**config.mk**
```make
export PLATFORM = sky130hd
export DESIGN_NAME = ball_shifter
export DESIGN_NICKNAME = d
export VERILOG_FILES = /design/src/rtl/handball_pkg.sv /design/src/rtl/shift_tick_sync.sv /design/src/rtl/ball_shifter.sv
export SDC_FILE = /design/constraint.sdc
export NUM_CORES = 1
export LEC_CHECK = 0
export CORE_MARGIN = 1.5
export CORE_UTILIZATION = 52
export DETAILED_ROUTE_END_ITERATION = 10
export PLACE_DENSITY_LB_ADDON = 0.2
export SYNTH_ARGS = -nofsm -noshare
export SYNTH_HDL_FRONTEND = slang
export SYNTH_SLANG_ARGS = --single-unit
```
**constraint.sdc**
```tcl
create_clock -name CLKIN -period 2.22 [get_ports CLKIN]
set_input_delay 0.222 -clock CLKIN [delete_from_list [all_inputs] [get_ports CLKIN]]
set_output_delay 0.222 -clock CLKIN [all_outputs]
set_load 0.01 [all_outputs]
```
**src/rtl/handball_pkg.sv**
```systemverilog
// Shared types and constants for the handball game blocks.
package handball_pkg;

  typedef enum logic [1:0] {
    IDLE,
    TO_WALL,
    TO_PLAYER,
    MISSED
  } ball_state_t;

  localparam int unsigned DEFAULT_N_LEDS = 8;

endpackage

```
**src/rtl/shift_tick_sync.sv**
```systemverilog
// Brings the divided SHIFT_CLK level into the CLKIN domain and emits a registered
// one-cycle STEP per rising edge.
module shift_tick_sync (
  input  logic CLKIN,
  input  logic RST,
  input  logic SHIFT_CLK,
  output logic STEP
);

  logic sync1, sync2, prev;

  always_ff @(posedge CLKIN) begin
    if (RST) begin
      sync1 <= 1'b0;
      sync2 <= 1'b0;
      prev  <= 1'b0;
      STEP  <= 1'b0;
    end else begin
      sync1 <= SHIFT_CLK;
      sync2 <= sync1;
      prev  <= sync2;
      STEP  <= sync2 & ~prev;
    end
  end

endmodule

```
**src/rtl/ball_shifter.sv**
```systemverilog
// Handball ball mover: steps a one-hot ball along the LED row, bounces it at the wall,
// judges HIT presses and keeps the rally score. Option macro: BALL_SPEEDUP_EN.
module ball_shifter
  import handball_pkg::*;
#(
  parameter int unsigned N_LEDS     = DEFAULT_N_LEDS,
  parameter int unsigned SCORE_W    = 4,
  parameter int unsigned STEP_TICKS = 2
) (
  input  logic               CLKIN,
  input  logic               RST,
  input  logic               SHIFT_CLK,
  input  logic               SERVE,
  input  logic               HIT,
  output logic [N_LEDS-1:0]  LEDS,
  output logic [SCORE_W-1:0] SCORE,
  output logic               MISS,
  output logic               BUSY
);

  localparam int unsigned TW = $clog2(STEP_TICKS + 1);

  localparam logic [N_LEDS-1:0]  LED_SERVE  = N_LEDS'(1);
  localparam logic [N_LEDS-1:0]  LED_RETURN = N_LEDS'(2);
  localparam logic [N_LEDS-1:0]  LED_BOUNCE = N_LEDS'(1) << (N_LEDS - 2);
  localparam logic [SCORE_W-1:0] SCORE_MAX  = '1;

  ball_state_t   state;
  logic          step;
  logic          move;
  logic          serve_prev, hit_prev;
  logic          serve_press, hit_press;
  logic [TW-1:0] tick_cnt;
  logic [TW-1:0] period;

  shift_tick_sync u_sync (
    .CLKIN     (CLKIN),
    .RST       (RST),
    .SHIFT_CLK (SHIFT_CLK),
    .STEP      (step)
  );

`ifndef BALL_SPEEDUP_EN
  assign period = TW'(STEP_TICKS);
`endif

  // prev flops reset high so a button held through reset is not a press
  assign serve_press = SERVE & ~serve_prev;
  assign hit_press   = HIT & ~hit_prev;
  assign move        = step && (tick_cnt == period - TW'(1));

  always_ff @(posedge CLKIN) begin
    if (RST) begin
      state      <= IDLE;
      LEDS       <= '0;
      SCORE      <= '0;
      MISS       <= 1'b0;
      BUSY       <= 1'b0;
      tick_cnt   <= '0;
      serve_prev <= 1'b1;
      hit_prev   <= 1'b1;
`ifdef BALL_SPEEDUP_EN
      period     <= TW'(STEP_TICKS);
`endif
    end else begin
      serve_prev <= SERVE;
      hit_prev   <= HIT;
      unique case (state)
        IDLE, MISSED: begin
          if (serve_press) begin
            state    <= TO_WALL;
            LEDS     <= LED_SERVE;
            SCORE    <= '0;
            MISS     <= 1'b0;
            BUSY     <= 1'b1;
            tick_cnt <= '0;
`ifdef BALL_SPEEDUP_EN
            period   <= TW'(STEP_TICKS);
`endif
          end
        end
        TO_WALL: begin
          if (move) begin
            tick_cnt <= '0;
            if (LEDS[N_LEDS-1]) begin
              LEDS  <= LED_BOUNCE;
              state <= TO_PLAYER;
            end else begin
              LEDS <= LEDS << 1;
            end
          end else if (step) begin
            tick_cnt <= tick_cnt + TW'(1);
          end
        end
        TO_PLAYER: begin
          // a return beats a simultaneous move off the player end
          if (hit_press && LEDS[0]) begin
            state    <= TO_WALL;
            LEDS     <= LED_RETURN;
            tick_cnt <= '0;
            if (SCORE != SCORE_MAX) SCORE <= SCORE + SCORE_W'(1);
`ifdef BALL_SPEEDUP_EN
            if (period > TW'(1)) period <= period - TW'(1);
`endif
          end else if (move) begin
            tick_cnt <= '0;
            if (LEDS[0]) begin
              state <= MISSED;
              LEDS  <= '0;
              MISS  <= 1'b1;
              BUSY  <= 1'b0;
            end else begin
              LEDS <= LEDS >> 1;
            end
          end else if (step) begin
            tick_cnt <= tick_cnt + TW'(1);
          end
        end
        default: state <= IDLE;
      endcase
    end
  end

endmodule

```
# After elaboration in Yosys (flattened, before gate mapping)
# Index checks and enable logic that the tools add are counted.
# totals
word_cells,77
regBits,24
# classes
mux,33
bitwise_logic,6
n_addsub,2
n_reduce_logical,9
n_eq_ne,15
# ops
operator,count
8-bit two-way mux,5
8-bit one-hot mux with 3 select lines,1
2-bit two-way mux,10
2-bit inequality test (second input constant),8
4-bit two-way mux,3
2-bit one-hot mux with 3 select lines,2
5-bit AND reduction,2
1-bit two-way mux,8
4-bit one-hot mux with 2 select lines,1
7-bit two-way mux,1
3-bit inequality test (second input constant),2
4-bit by 1-bit adder with 4-bit output (second input constant),1
2-bit by 1-bit == test with 1-bit output (second input constant),2
2-bit == test (second input constant),2
4-bit inequality test (second input constant),1
1-bit one-hot mux with 2 select lines,2
4-bit AND reduction,1
1-bit AND,3
1-bit NOT,3
3-bit AND reduction,1
2-bit by 1-bit adder with 2-bit output (second input constant),1
1-bit logical AND,2
2-bit logical NOT,1
2-bit nonzero test,1
2-bit OR reduction,1

# Longest topological paths before layout
# Gate-level depths: netlist of run 1.
# logic_depth
ltp_word,5
ltp_mapped,8
depth_no_buf,6

# By module
# Synthesis of run 1 repeated with hierarchy kept, for this count alone.
# hier_totals
hier_cells,128
area_unflattened_um2,1161.1
# by_module_without_submodules
module,cells_each,seq_area_each_um2,area_per_inst_um2,n_inst
ball_shifter,120,400.4,1049.8,1
shift_tick_sync,8,80.1,111.4,1

# Worst setup path after synthesis of run 1
# Ideal clock, no wire load.
# synth_path
kind,reg2reg
start,register state[0]
end,register LEDS[6]
period_less_slack_ns,1.918
stages_incl_launch_ff,8
setup_time_ns,0.071
setup_slack_ns,0.302
required_ns,2.149
arrival_ns,1.847
cell_sequence,dfxtp_1 inv_1 ha_1 buf_6 a21boi_1 a221o_1 or4_1 a21oi_1
# synth_between
elab_chain_cells,4
elab_cells_between_ends,10
classes_between,6 x eq/ne; 1 x mux; 3 x reduce/logical
# synth_lines
element,line_no,text
start: declaration,ball_shifter.sv:28,ball_state_t state;
start signal: assignment,ball_shifter.sv:54,state <= IDLE;
start signal: assignment,ball_shifter.sv:71,state <= TO_WALL;
start signal: assignment,ball_shifter.sv:87,state <= TO_PLAYER;
2-bit == test or 2-bit logical NOT (tied branches),ball_shifter.sv:68,unique case (state)
2-bit OR reduction,ball_shifter.sv:68,
2-bit inequality test (no line),n/a,
3-bit AND reduction (no line),n/a,
end signal: assignment,ball_shifter.sv:89,LEDS <= LEDS << 1;
end signal: assignment,ball_shifter.sv:113,LEDS <= LEDS >> 1;
end: declaration,ball_shifter.sv:15,"output logic [N_LEDS-1:0] LEDS,"
# Parallel ways exist; a longest one is shown, timed or not.
# A chain may end at the register's enable or synchronous reset.

# Worst setup path after layout of run 1
# layout_path
start,register state[0]
end,register LEDS[5]
# The elaborated chain is that of the path after synthesis.

==> impl_metrics.json, run 1 <==
{
  "cp-start-kind": "flip-flop",
  "fp.dieW_microns": 50.8,
  "htreeDepth": 1,
  "vdd_drop_max_v": 0.000657,
  "placed_area_sq_um": 1410,
  "tns_ns": 0,
  "cp-end-kind": "flip-flop",
  "rsz0062_at_grt": "no",
  "drc": 0,
  "vias": 1065,
  "clockBufferDepth": 2,
  "synthToLayoutAreaGrowth_pct": 22.9,
  "ys_async_sr_fraction": 0,
  "clock_latency_ns": 0.32,
  "drt_iter0_drc": 21,
  "detail-route-antenna-nets": 0,
  "ys_seq_area_frac": 0.405,
  "outcome": "finished, final reports clean",
  "nNetsFinal": 168,
  "antennaDiodeCount": 0,
  "total_power_w": 0.00101,
  "cts_resized": 0,
  "grt_max_degree": 15,
  "synth-edff-count": 0,
  "antenna_found_initial": 0,
  "ctsHoldBuffers": 0,
  "final_area_sq_um": 1460,
  "clock_sinks": 24,
  "die_y_microns": 50.8,
  "slowest_stage": "a221o_1",
  "final_max_slew_viol_count": 0,
  "grt_pass1_vias": 1007,
  "cts_setup_buffers": 0,
  "synth_nets": 147,
  "worst_slew_margin_rel": 0.612,
  "drt-total-wl_microns": 2510,
  "power_leakage_nw": 0.524,
  "cp.arrival_ns": 2.26,
  "max_freq_ghz": 0.499,
  "synth-main-ff-cell": "dfxtp_1",
  "cts_root_buffer": "clkbuf_4",
  "syn_inst": 137,
  "wl_per_cell_microns": 13.6,
  "slowest_delay_ns": 0.45,
  "gp_congestion": 0.823,
  "dr.pass1.iters": 4,
  "power.density_nw_per_um2": 690,
  "drv_cap": 0,
  "synth_cell_types": 38,
  "critical_path_required_ns": 2.48,
  "avgViaCountPerCell": 5.76,
  "critPathKind": "reg2reg",
  "setup_violations": 0,
  "skew_ns": 0.00183,
  "track_usage": 0.211,
  "cts_tree": "done",
  "grt_pass1_wl_microns": 4160,
  "critPathMaxFanout": 10,
  "coreArea_sq_um": 2190,
  "worst_pin_slew_ns": 0.574,
  "post-route-min-period_ns": 2.00,
  "start_util": 0.541,
  "multi_input_area_sq_um": 653,
  "hpwl_microns": 1770,
  "numCtsBuffers": 3,
  "postSynthAreaPerCell_sq_um": 8.66,
  "numPortBuffers": 18,
  "holdWs_ns": 0.409,
  "path_clk_slew_ns": 0.13,
  "layout-drive-gt1-share": 0.0892,
  "path_delay_family": "compound AO/OA/AOI/OAI gates",
  "synth_area_leaders": "dfxtp_1, a21oi_1, ha_1",
  "hold_viol_final": 0,
  "period_share": 0.903,
  "fp-row-count": 17,
  "seqCellArea_sq_um": 480,
  "syn-cell-area_sq_um": 1190,
  "ios": 19,
  "synth_top_area_frac": 0.405,
  "ys_warn_count": 0,
  "synth_top_cell_by_area": "dfxtp_1",
  "grt_overflow": 0,
  "path_cells": "inv_1 -> ha_1 -> a21boi_1 -> a221o_1 -> buf_4 -> or3_1 -> a21oi_1",
  "synth_seq_cells": 24,
  "path_buf_inv": 2,
  "nFillCells": 186,
  "die-area_sq_um": 2580,
  "hp-class": "reg2reg"
}
[Yosys cell counts (4+ instances only)]
cell,number
o21ai_0,6
dfxtp_1,24
or3_1,5
nor2b_1,9
a21oi_1,13
or2_2,4
inv_1,5
a22oi_1,5
nor2_1,13
ha_1,5
nand2_1,6
clkbuf_1,6
[placed cells by master (no fill, tap or decap), drive strengths merged, types with 2 or more instances in the layout]
| master | synthesis | layout |
|---|---|---|
| a21boi | 3 | 3 |
| a21oi | 13 | 13 |
| a22oi | 5 | 5 |
| buf | 1 | 5 |
| clkbuf | 6 | 3 |
| clkdlybuf4s50 | 0 | 18 |
| dfxtp | 24 | 24 |
| ha | 5 | 5 |
| inv | 5 | 5 |
| nand2 | 6 | 6 |
| nand2b | 3 | 3 |
| nand3b | 2 | 2 |
| nand4 | 2 | 2 |
| nor2 | 13 | 13 |
| nor2b | 9 | 9 |
| nor4bb | 2 | 2 |
| o21a | 2 | 2 |
| o21ai | 6 | 6 |
| o31ai | 3 | 3 |
| or2 | 4 | 4 |
| or3 | 5 | 5 |
| or4 | 3 | 3 |
[final timing paths]
kind | from | end | slack [ns] | depth (start not counted)
hold reg to reg | u_sync.prev | u_sync.STEP | 0.41 | 1
setup reg to reg | state[0] | LEDS[5] | 0.22 | 7
hold / removal | u_sync.prev | u_sync.STEP | 0.41 | 1
setup / recovery | state[0] | LEDS[5] | 0.22 | 7
[metrics by stage]
step / setup WS, ns / util / cells
floorplan: 0.302 / - / 137
global placement: 0.196 / 0.641 / 181
detailed placement: 0.149 / 0.641 / 181
CTS: 0.224 / 0.665 / 185
global route: 0.116 / 0.665 / 185
finish: 0.216 / 0.665 / 185
[area by class of cell]
cell class,instances,share of cell area
Clock buffer,3,0.0155
Inverter,5,0.0129
Multi-Input combinational cell,101,0.448
Clock inverter,1,0.0206
Timing Repair Buffer,23,0.149
Sequential cell,24,0.330
Tap cell,28,0.0240
[metal layers]
metal / up-vias / global-route usage / share of wire
met3: 5 / 0.0268 / 0.021
met1: 503 / 0.277 / 0.51
met2: 21 / 0.346 / 0.45
met4: 0 / 0.0946 / 0.019
met5: - / 0 / 0
li1: 536 / - / -
[cells by family (layout without fill, tap and decap cells)]
group,Yosys count,after routing,synth area share
AOI/OAI and AO/OA,39,39,0.212
adders and majority gates,5,5,0.0527
buffers and inverters,12,32,0.0443
DFF,24,24,0.405
muxes,1,1,0.00844
and+or+nand+nor,56,56,0.277
[sequential cells by signal, summed over array words and instances, names as in the netlist]
signal,flops
MISS,1
u_sync.sync2,1
u_sync.prev,1
hit_prev,1
BUSY,1
tick_cnt,2
SCORE,4
state,2
u_sync.sync1,1
u_sync.STEP,1
serve_prev,1
LEDS,8
[power breakdown]
group,total [W],internal (W),switching [W]
combinational,0.000209,0.0000979,0.000111
sequential,0.000479,0.000453,0.0000264
clock,0.000317,0.000183,0.000134
total,0.00101,0.000734,0.000272
(Power assumes the default switching activity.)
==> inputs of run 2 (changes only) <==
GPL_TIMING_DRIVEN = 0   (was default)
MAX_ROUTING_LAYER = met4   (was default)
==> impl_metrics.json, run 2 (same netlist as run 1, synthesis figures left out) <==
{
  "outcome": "finished, final reports clean",
  "cp-start-kind": "flip-flop",
  "hold_viol_final": 0,
  "path_cells": "inv_1 -> ha_1 -> buf_6 -> a21boi_1 -> a221o_1 -> or4_1 -> a21oi_1",
  "cts_tree": "done",
  "final_cell_mix": "dfxtp_1, clkdlybuf4s50_1, a21oi_1, nor2_1, nor2b_1",
  "min_to": "u_sync.STEP",
  "cp.arrival_ns": 2.36,
  "numPortBuffers": 18,
  "power.density_nw_per_um2": 633,
  "whs_path_depth": 1,
  "drt_iter0_drc": 31,
  "slowest_delay_ns": 0.53,
  "worstReg2RegEnd": "LEDS[6]",
  "r2r_cells": 7,
  "slowest_stage": "or4_1",
  "hpwl_microns": 1780,
  "dr.pass1.iters": 4,
  "detail-route-antenna-nets": 0,
  "wl_per_cell_microns": 13.3,
  "grt_overflow": 0,
  "skew_ns": 0.00870,
  "hp-class": "reg2reg",
  "drc": 0,
  "post-route-min-period_ns": 2.12,
  "critical_path_required_ns": 2.47,
  "cp-end-kind": "flip-flop",
  "vdd_drop_max_v": 0.000559,
  "start_util": 0.541,
  "grt_pass1_vias": 975,
  "rsz0062_at_grt": "no",
  "regMostFlops": "LEDS",
  "ctsHoldBuffers": 0,
  "drv_cap": 0,
  "period_share": 0.953,
  "tns_ns": 0,
  "track_usage": 0.223,
  "gp_congestion": 0.856,
  "holdWs_ns": 0.402,
  "min_from": "u_sync.prev",
  "cts_resized": 0,
  "grt_max_degree": 14,
  "drt-total-wl_microns": 2480,
  "die-area_sq_um": 2580,
  "nNetsFinal": 170,
  "fp.dieW_microns": 50.8,
  "fp-row-count": 17,
  "final_common_cell": "dfxtp_1",
  "setup_violations": 0,
  "antennaDiodeCount": 0,
  "htreeDepth": 1,
  "critPathKind": "reg2reg",
  "grt_pass1_wl_microns": 4190,
  "antenna_found_initial": 0,
  "r2r_slack_ns": 0.10,
  "clock_latency_ns": 0.32,
  "numCtsBuffers": 3,
  "max_freq_ghz": 0.473,
  "worst_pin_slew_ns": 0.498,
  "vias": 1087,
  "power_leakage_nw": 0.506,
  "worst_slew_margin_rel": 0.668,
  "critPathMaxFanout": 10,
  "largest_reg_flops": 8,
  "synthToLayoutAreaGrowth_pct": 21.2,
  "top_regs": "LEDS: 8 flops, SCORE: 4 flops",
  "clockBufferDepth": 2,
  "layout-drive-gt1-share": 0.0629,
  "worstReg2RegStart": "state[0]",
  "cts_root_buffer": "clkbuf_4",
  "path_clk_slew_ns": 0.12,
  "avgViaCountPerCell": 5.81,
  "clock_sinks": 24,
  "cts_setup_buffers": 0,
  "final_max_slew_viol_count": 0,
  "die_y_microns": 50.8,
  "coreArea_sq_um": 2190,
  "ios": 19
}
[run 2: worst max-delay path by stage]
stage	from	endpoint	slack (ns)	cells after the start
after floorplan	state[0]	LEDS[6]	0.30	7
after global placement	HIT	LEDS[6]	0.17	5
after detailed placement	HIT	LEDS[1]	0.14	5
after CTS	state[0]	LEDS[6]	0.13	7
after global routing	state[0]	LEDS[6]	0.02	7
final	state[0]	LEDS[6]	0.10	7
[run 2: layer usage]
| layer | wire, microns | vias to the layer above | GRT usage |
|---|---|---|---|
| met2 | 1150 | 35 | 0.327 |
| met4 | 20 | 0 | 0.0811 |
| met5 | 0 | - | - |
| li1 | - | 540 | - |
| met1 | 1160 | 510 | 0.292 |
| met3 | 145 | 2 | 0.0655 |
[run 2: stage by stage]
step                      power [W]  setup WS, ns   util  std cells  cell area, sq um
after floorplan            0.000616         0.302      -        137              1190
after global placement     0.000684         0.168  0.640        183              1400
after detailed placement   0.000689         0.139  0.640        183              1400
after CTS                  0.000917         0.126  0.656        187              1440
after global routing       0.000961        0.0197  0.656        187              1440
final                      0.000910         0.104  0.656        187              1440
[run 2: where the power goes]
| part | switching (W) | internal [W] | leakage, nW |
|---|---|---|---|
| registers | 0.0000258 | 0.000453 | 0.195 |
| logic | 0.000114 | 0.0000911 | 0.290 |
| clock network | 0.000126 | 0.000100 | 0.0210 |
| total | 0.000266 | 0.000644 | 0.506 |
[run 2: layout make-up]
class                           count  area, sq um
Multi-Input combinational cell    101          653
Buffer                              7         33.8
Fill cell                         187          753
Inverter                            5         18.8
Clock buffer                        4         36.3
Tap cell                           28         35.0
Timing Repair Buffer               18          180
Sequential cell                    24          480
[run 2: worst max-delay path: cells and delay by family, from the launching register on]
kind / cells / cell delay [ns]
buffers and inverters: 2 / 0.21
flip-flops: 1 / 0.39
AO/OA/AOI/OAI: 3 / 0.72
AND/OR/NAND/NOR: 1 / 0.53
adder cells (fa/ha/maj): 1 / 0.20
==> inputs of run 3 (changes only) <==
clock period = 2.4 ns   (was 2.22 ns; I/O delays follow)
==> results of run 3 <==
The final DEF is identical to that of run 2. Status: finished, final reports clean.
Among the figures that moved: setup slack after placement 0.139 ns -> 0.301 ns; setup slack after layout 0.104 ns -> 0.284 ns; register-to-register setup slack 0.10 ns -> 0.28 ns; total power 0.000910 W -> 0.000842 W; worst IR drop on VDD 0.000559 V -> 0.000517 V
